$ cat config.mk
export PLATFORM = sky130hd
export DESIGN_NAME = mult_datapath
export DESIGN_NICKNAME = d
export VERILOG_FILES = /design/src/rtl/mult_pkg.sv /design/src/rtl/booth_addsub34.sv /design/src/rtl/mult_datapath.sv
export SDC_FILE = /design/constraint.sdc
export NUM_CORES = 1
export LEC_CHECK = 0
export ABC_CLOCK_PERIOD_IN_PS = 4000
export BUFFER_PORTS_ARGS = -buffer_cell sky130_fd_sc_hd__buf_2
export CELL_PAD_IN_SITES_DETAIL_PLACEMENT = 2
export CELL_PAD_IN_SITES_GLOBAL_PLACEMENT = 2
export CORE_MARGIN = 1.5
export CORE_UTILIZATION = 25
export CTS_BUF_LIST = sky130_fd_sc_hd__clkbuf_8
export CTS_CLUSTER_DIAMETER = 50
export DETAILED_ROUTE_END_ITERATION = 8
export PLACE_DENSITY_LB_ADDON = 0.15
export SLEW_MARGIN = 25
export SYNTH_ARGS = -nofsm -noshare
export SYNTH_HDL_FRONTEND = slang
export SYNTH_SLANG_ARGS = --single-unit
$ cat constraint.sdc
create_clock -name clk -period 4 [get_ports clk]
set_clock_uncertainty 0.1 [all_clocks]
set_input_delay 0.2 -clock clk [delete_from_list [all_inputs] [get_ports clk]]
set_output_delay 0.2 -clock clk [all_outputs]
set_load 0.05 [all_outputs]
$ cat src/rtl/mult_pkg.sv
// Shared constants and helpers for the iterative radix-4 Booth multiplier.
package mult_pkg;

  localparam int unsigned MULT_WIDTH = 32;
  localparam int unsigned MULT_ITER  = MULT_WIDTH / 2;
  localparam int unsigned MULT_PW    = 2 * MULT_WIDTH + 3;
  localparam int unsigned MULT_HW    = MULT_WIDTH + 2;

  function automatic logic [MULT_HW-1:0] sext34(input logic [MULT_WIDTH-1:0] v);
    return {{(MULT_HW - MULT_WIDTH){v[MULT_WIDTH-1]}}, v};
  endfunction

endpackage

$ cat src/rtl/booth_addsub34.sv
// 34-bit modulo add/subtract used for the Booth partial-product accumulation.
module booth_addsub34
  import mult_pkg::*;
(
  input  logic [MULT_HW-1:0] a,
  input  logic [MULT_HW-1:0] b,
  input  logic               sub,
  output logic [MULT_HW-1:0] sum
);

  assign sum = sub ? (a - b) : (a + b);

endmodule

$ cat src/rtl/mult_datapath.sv
// Iterative signed radix-4 Booth multiplier datapath; the Booth window and
// per-cycle decode are exchanged with an external controller.
module mult_datapath
  import mult_pkg::*;
#(
  parameter int unsigned WIDTH = MULT_WIDTH,
  parameter int unsigned ITER  = WIDTH / 2
) (
  input  logic             clk,
  input  logic             reset_n,
  input  logic             start_mult,
  input  logic [WIDTH-1:0] data_operandA,
  input  logic [WIDTH-1:0] data_operandB,
  input  logic             init_cycle,
  input  logic             finish_cyc,
  input  logic             mltnd_shift,
  input  logic             sub,
  input  logic             zero,
  output logic [2:0]       bits,
  output logic [WIDTH-1:0] data_result,
  output logic             data_exception,
  output logic             data_resultRDY,
  output logic             busy
);

  localparam int unsigned PW = 2 * WIDTH + 3;
  localparam int unsigned HW = WIDTH + 2;
  localparam int unsigned CW = $clog2(ITER + 1);

  logic [WIDTH-1:0] opa_q, opb_q, m_q, result_q;
  logic [PW-1:0]    p_q, p_shift;
  logic [CW-1:0]    iter_q;
  logic             busy_q, rdy_q, exc_q;
  logic [HW-1:0]    h, partial, hn;
  logic [WIDTH:0]   top_bits;
  logic             do_init, do_iter, do_finish;

  assign h = p_q[PW-1:WIDTH+1];

  always_comb begin
    partial = '0;
    if (!zero) begin
      partial = mltnd_shift ? (sext34(m_q) << 1) : sext34(m_q);
    end
  end

  booth_addsub34 u_addsub (
    .a   (h),
    .b   (partial),
    .sub (sub),
    .sum (hn)
  );

  assign p_shift = $signed({hn, p_q[WIDTH:0]}) >>> 2;

  // start_mult overrides every controller marker in the same cycle.
  assign do_init   = busy_q & init_cycle & ~start_mult;
  assign do_finish = busy_q & finish_cyc & ~start_mult;
  assign do_iter   = busy_q & ~start_mult & ~init_cycle & ~finish_cyc
                   & (iter_q < CW'(ITER));

  // Product fits in WIDTH signed bits iff the upper half matches the result sign.
  assign top_bits = p_q[2*WIDTH:WIDTH];

  always_ff @(posedge clk or negedge reset_n) begin
    if (!reset_n) begin
      opa_q    <= '0;
      opb_q    <= '0;
      m_q      <= '0;
      p_q      <= '0;
      iter_q   <= '0;
      busy_q   <= 1'b0;
      rdy_q    <= 1'b0;
      exc_q    <= 1'b0;
      result_q <= '0;
    end else begin
      rdy_q <= 1'b0;
      if (start_mult) begin
        opa_q  <= data_operandA;
        opb_q  <= data_operandB;
        busy_q <= 1'b1;
        iter_q <= '0;
      end else begin
        if (do_init) begin
          m_q <= opa_q;
          p_q <= {{HW{1'b0}}, opb_q, 1'b0};
        end else if (do_iter) begin
          p_q    <= p_shift;
          iter_q <= iter_q + 1'b1;
        end
        if (do_finish) begin
          result_q <= p_q[WIDTH:1];
          exc_q    <= ~((&top_bits) | ~(|top_bits));
          rdy_q    <= 1'b1;
          busy_q   <= 1'b0;
        end
      end
    end
  end

  assign bits           = p_q[2:0];
  assign data_result    = result_q;
  assign data_exception = exc_q;
  assign data_resultRDY = rdy_q;
  assign busy           = busy_q;

endmodule
==> flow_summary_export.csv <==
group,metric,value,unit
outcome,status,"finished with violations",
outcome,violations,"negative setup slack",
placed_design,finalWeightedCongestion,0.755,
global_route,grt_max_degree,96,
placed_design,placement.setup.worst_slack,-0.175,ns
timing,tightest_slew,0.907,ns
min_path,hold_path.class,"primary input to async pin",
synthesis,synth_fa_ha_area_share,4.12,%
timing,hold_slack,0.101,ns
synthesis,ys_async_sr_fraction,100,%
power,irDropWorstVdd,0.225,mV
floorplanning,die_y,214,µm
setup_path,startpoint_type,"flip-flop",
placed_design,numPortBuffers,109,
power,p_seq_share,28.9,%
synthesis,synth_top_family_by_area,"simple AND/OR/NAND/NOR gates",
global_route,grt_pass1_vias,10935,
power,p_sw,4140,µW
power,p_per_area,669,nW/µm²
synthesis,yosysMostFrequentCell,"dfrtp_1",
synthesis,syn-cell-area,11100,µm²
floorplanning,num_io_pins,110,
setup_path,crit_arrival,4.39,ns
timing,setup_ws,-0.0391,ns
synthesis,yosys.area.top_type_share,45.2,%
layout,area_growth,39.7,%
setup_path,worst_r2r_path_depth,23,
power,p_leak,0.00692,µW
setup_path,r2r_end,"p_q[65]",
synthesis,synth-seq-area-share,45.2,%
setup_path,rrSetupSlack,-0.04,ns
floorplanning,rows,77,
routing,antenna_left,0,
floorplanning,die_area,45800,µm²
clock_tree,cts.sinks,201,
routing,vias_per_cell,4.71,
synthesis,synth_compound_area_share,13.9,%
setup_path,r2r-start,"m_q[0]",
routing,vias,9732,
synthesis,synth_top_area_cell,"dfrtp_1",
placed_design,placedCellCount,1892,
power,intPower,6250,µW
routing,drt_iter0_markers,282,
global_route,grt_pass1_wl,60.3,mm
synthesis,synth_top_flop_cell,"dfrtp_1",
placed_design,hpwl,25.9,mm
timing,finalSetupTns,-0.0622,ns
power,clkPwrFrac,23.5,%
synthesis,ys.warnings.count,0,
synthesis,ys_top_cells_by_area,"dfrtp_1, mux2_2, nand2_1",
timing,setup_violations,2,
setup_path,worstPathRequired,4.35,ns
timing,slew_headroom,39.0,%
power,swShare,39.8,%
timing,final_max_slew_viol_count,0,
setup_path,crit_chain,"mux2i_1, nor2_1, inv_1, ha_2, o21ai_2, or2_4, nor3_4, buf_6, o211ai_4, nor2_4, buf_6, buf_4, a21oi_1, xnor2_1, ha_1, inv_2, o21bai_1, a221o_1, a21oi_4, a21oi_2, o21a_1, o21a_1, mux2i_1",
timing,fin_crit_sh,101,%
setup_path,critPathMaxStageDelay,0.42,ns
flow_run,drv_cap,0,
power,combPwrFrac,47.7,%
layout,fin_cells,2065,
routing,drt_pass1_iterations,4,
synthesis,ys_ff_latch,201,
synthesis,synth_cell_types,71,
global_route,grt_util_all_layers,16.6,%
floorplanning,core-area,44000,µm²
setup_path,cp_top_family,"compound AO/OA/AOI/OAI gates",
setup_path,critPathMaxFanout,4,
layout,fin_nets,1553,
synthesis,synth_common_cells,"dfrtp_1, mux2_2, nand2_1",
setup_path,endpoint_kind,"flip-flop",
setup_path,worst-setup-path-type,"flip-flop to flip-flop",
timing,rsz0062_at_grt,"yes",
clock_tree,htreeDepth,2,
synthesis,synth_mux_area_share,14.1,%
floorplanning,start_util,25.3,%
timing,hold_viol,0,
layout,diodes,0,
clock_tree,clock-root-buffer,"clkbuf_8",
clock_tree,cts_max_path_buffers,3,
clock_tree,cts_buffers,42,
synthesis,synth-xor-area-share,3.70,%
timing,fmax,248,MHz
global_route,antenna_found_initial,0,
timing,min_period,4.04,ns
routing,postRouteWirelength,37.6,mm
synthesis,synthCells,1129,
setup_path,cp_slowest_cell,"dfrtp_1",
routing,wl_per_cell,18.2,µm
floorplanning,die_w,214,µm
synthesis,synth.net_count,1237,
synthesis,avgSynthCellArea,9.86,µm²
clock_tree,clk_pin_slew,0.06,ns
synthesis,yosys.area_share.simple,15.9,%
routing,drc,0,
setup_path,critPathBufInv,5,
synthesis,synth_enable_flop_cells,0,
global_route,grt_overflow,0,
layout,drive_gt1_share,37.7,%
clock_tree,clock_latency,0.62,ns
clock_tree,cts_tree,"done",
[registers in the layout, indices dropped and copies added, names as in the netlist]
name / cells
m_q: 32
data_exception: 1
data_result: 32
busy: 1
iter_q: 5
data_resultRDY: 1
p_q: 65
opb_q: 32
opa_q: 32
[layout make-up]
| cell class | instances | area, µm² |
|---|---|---|
| multi-input cells | 843 | 6250 |
| repair buffers | 339 | 2530 |
| clock buffers | 52 | 716 |
| flip-flops and latches | 201 | 5030 |
| inverters | 18 | 70.1 |
| well taps | 592 | 741 |
| fillers | 4813 | 28500 |
| clock inverters | 20 | 213 |
[timing repair]
item	CTS	global route
buffers inserted	14	18
hold buffers	72	0
pin swaps	22	57
setup endpoints to repair	13	18
hold endpoints to repair	160	0
gates resized for setup	23	84
[worst max-delay path by stage]
stage | startpoint | depth (start not counted) | endpoint | slack, ns
after floorplan | mltnd_shift | 25 | p_q[65] | -0.02
after global placement | mltnd_shift | 23 | p_q[65] | -0.05
after detailed placement | m_q[0] | 19 | p_q[65] | -0.18
after CTS | m_q[0] | 20 | p_q[65] | -0.14
after global routing | m_q[0] | 22 | p_q[59] | -0.29
final | m_q[0] | 23 | p_q[65] | -0.04
[cells in the final DEF (no fill, tap or decap), drive strengths merged, types with 48 or more instances in the layout]
master,count
dfrtp,201
clkbuf,52
nor2,105
mux2,128
nand2,126
buf,267
dlygate4sd3,72
a21oi,82
nand3,49
o21ai,48
[power groups by stage]
stage | Combinational (µW) | Sequential, µW | Clock (µW)
global route | 5450 | 3080 | 2640
CTS | 4590 | 3000 | 2560
detailed placement | 4380 | 3020 | 0
global placement | 4280 | 3010 | 0
floorplan | 2340 | 3280 | 0
finish | 4950 | 3000 | 2440
[layer usage]
metal  part of all wire, %  track usage [%]  vias to the layer above  routed length (µm)
met3                   2.3             2.30                       54                 878
met2                    52             29.7                       87               19400
met5                     0                0                        -                   0
li1                      -                -                     4653                   -
met4                   2.4             5.67                        0                 898
met1                    44             20.3                     4938               16300
[cells by family after synthesis]
| logic type | Yosys count |
|---|---|
| and+or+nand+nor | 375 |
| AOI/OAI and AO/OA | 244 |
| DFF | 201 |
| muxes | 141 |
| buffers and inverters | 85 |
| xor gates and xnor gates | 47 |
| adders and majority gates | 36 |
[through the flow]
stage / total power (µW) / util, % / cell area, µm²
global route: 11200 / 35.3 / 15500
detailed placement: 7400 / 30.0 / 13200
CTS: 10100 / 34.2 / 15000
floorplan: 5620 / - / 11200
finish: 10400 / 35.3 / 15500
global placement: 7290 / 30.0 / 13200
No activity file was read; power rests on OpenSTA's default activity.
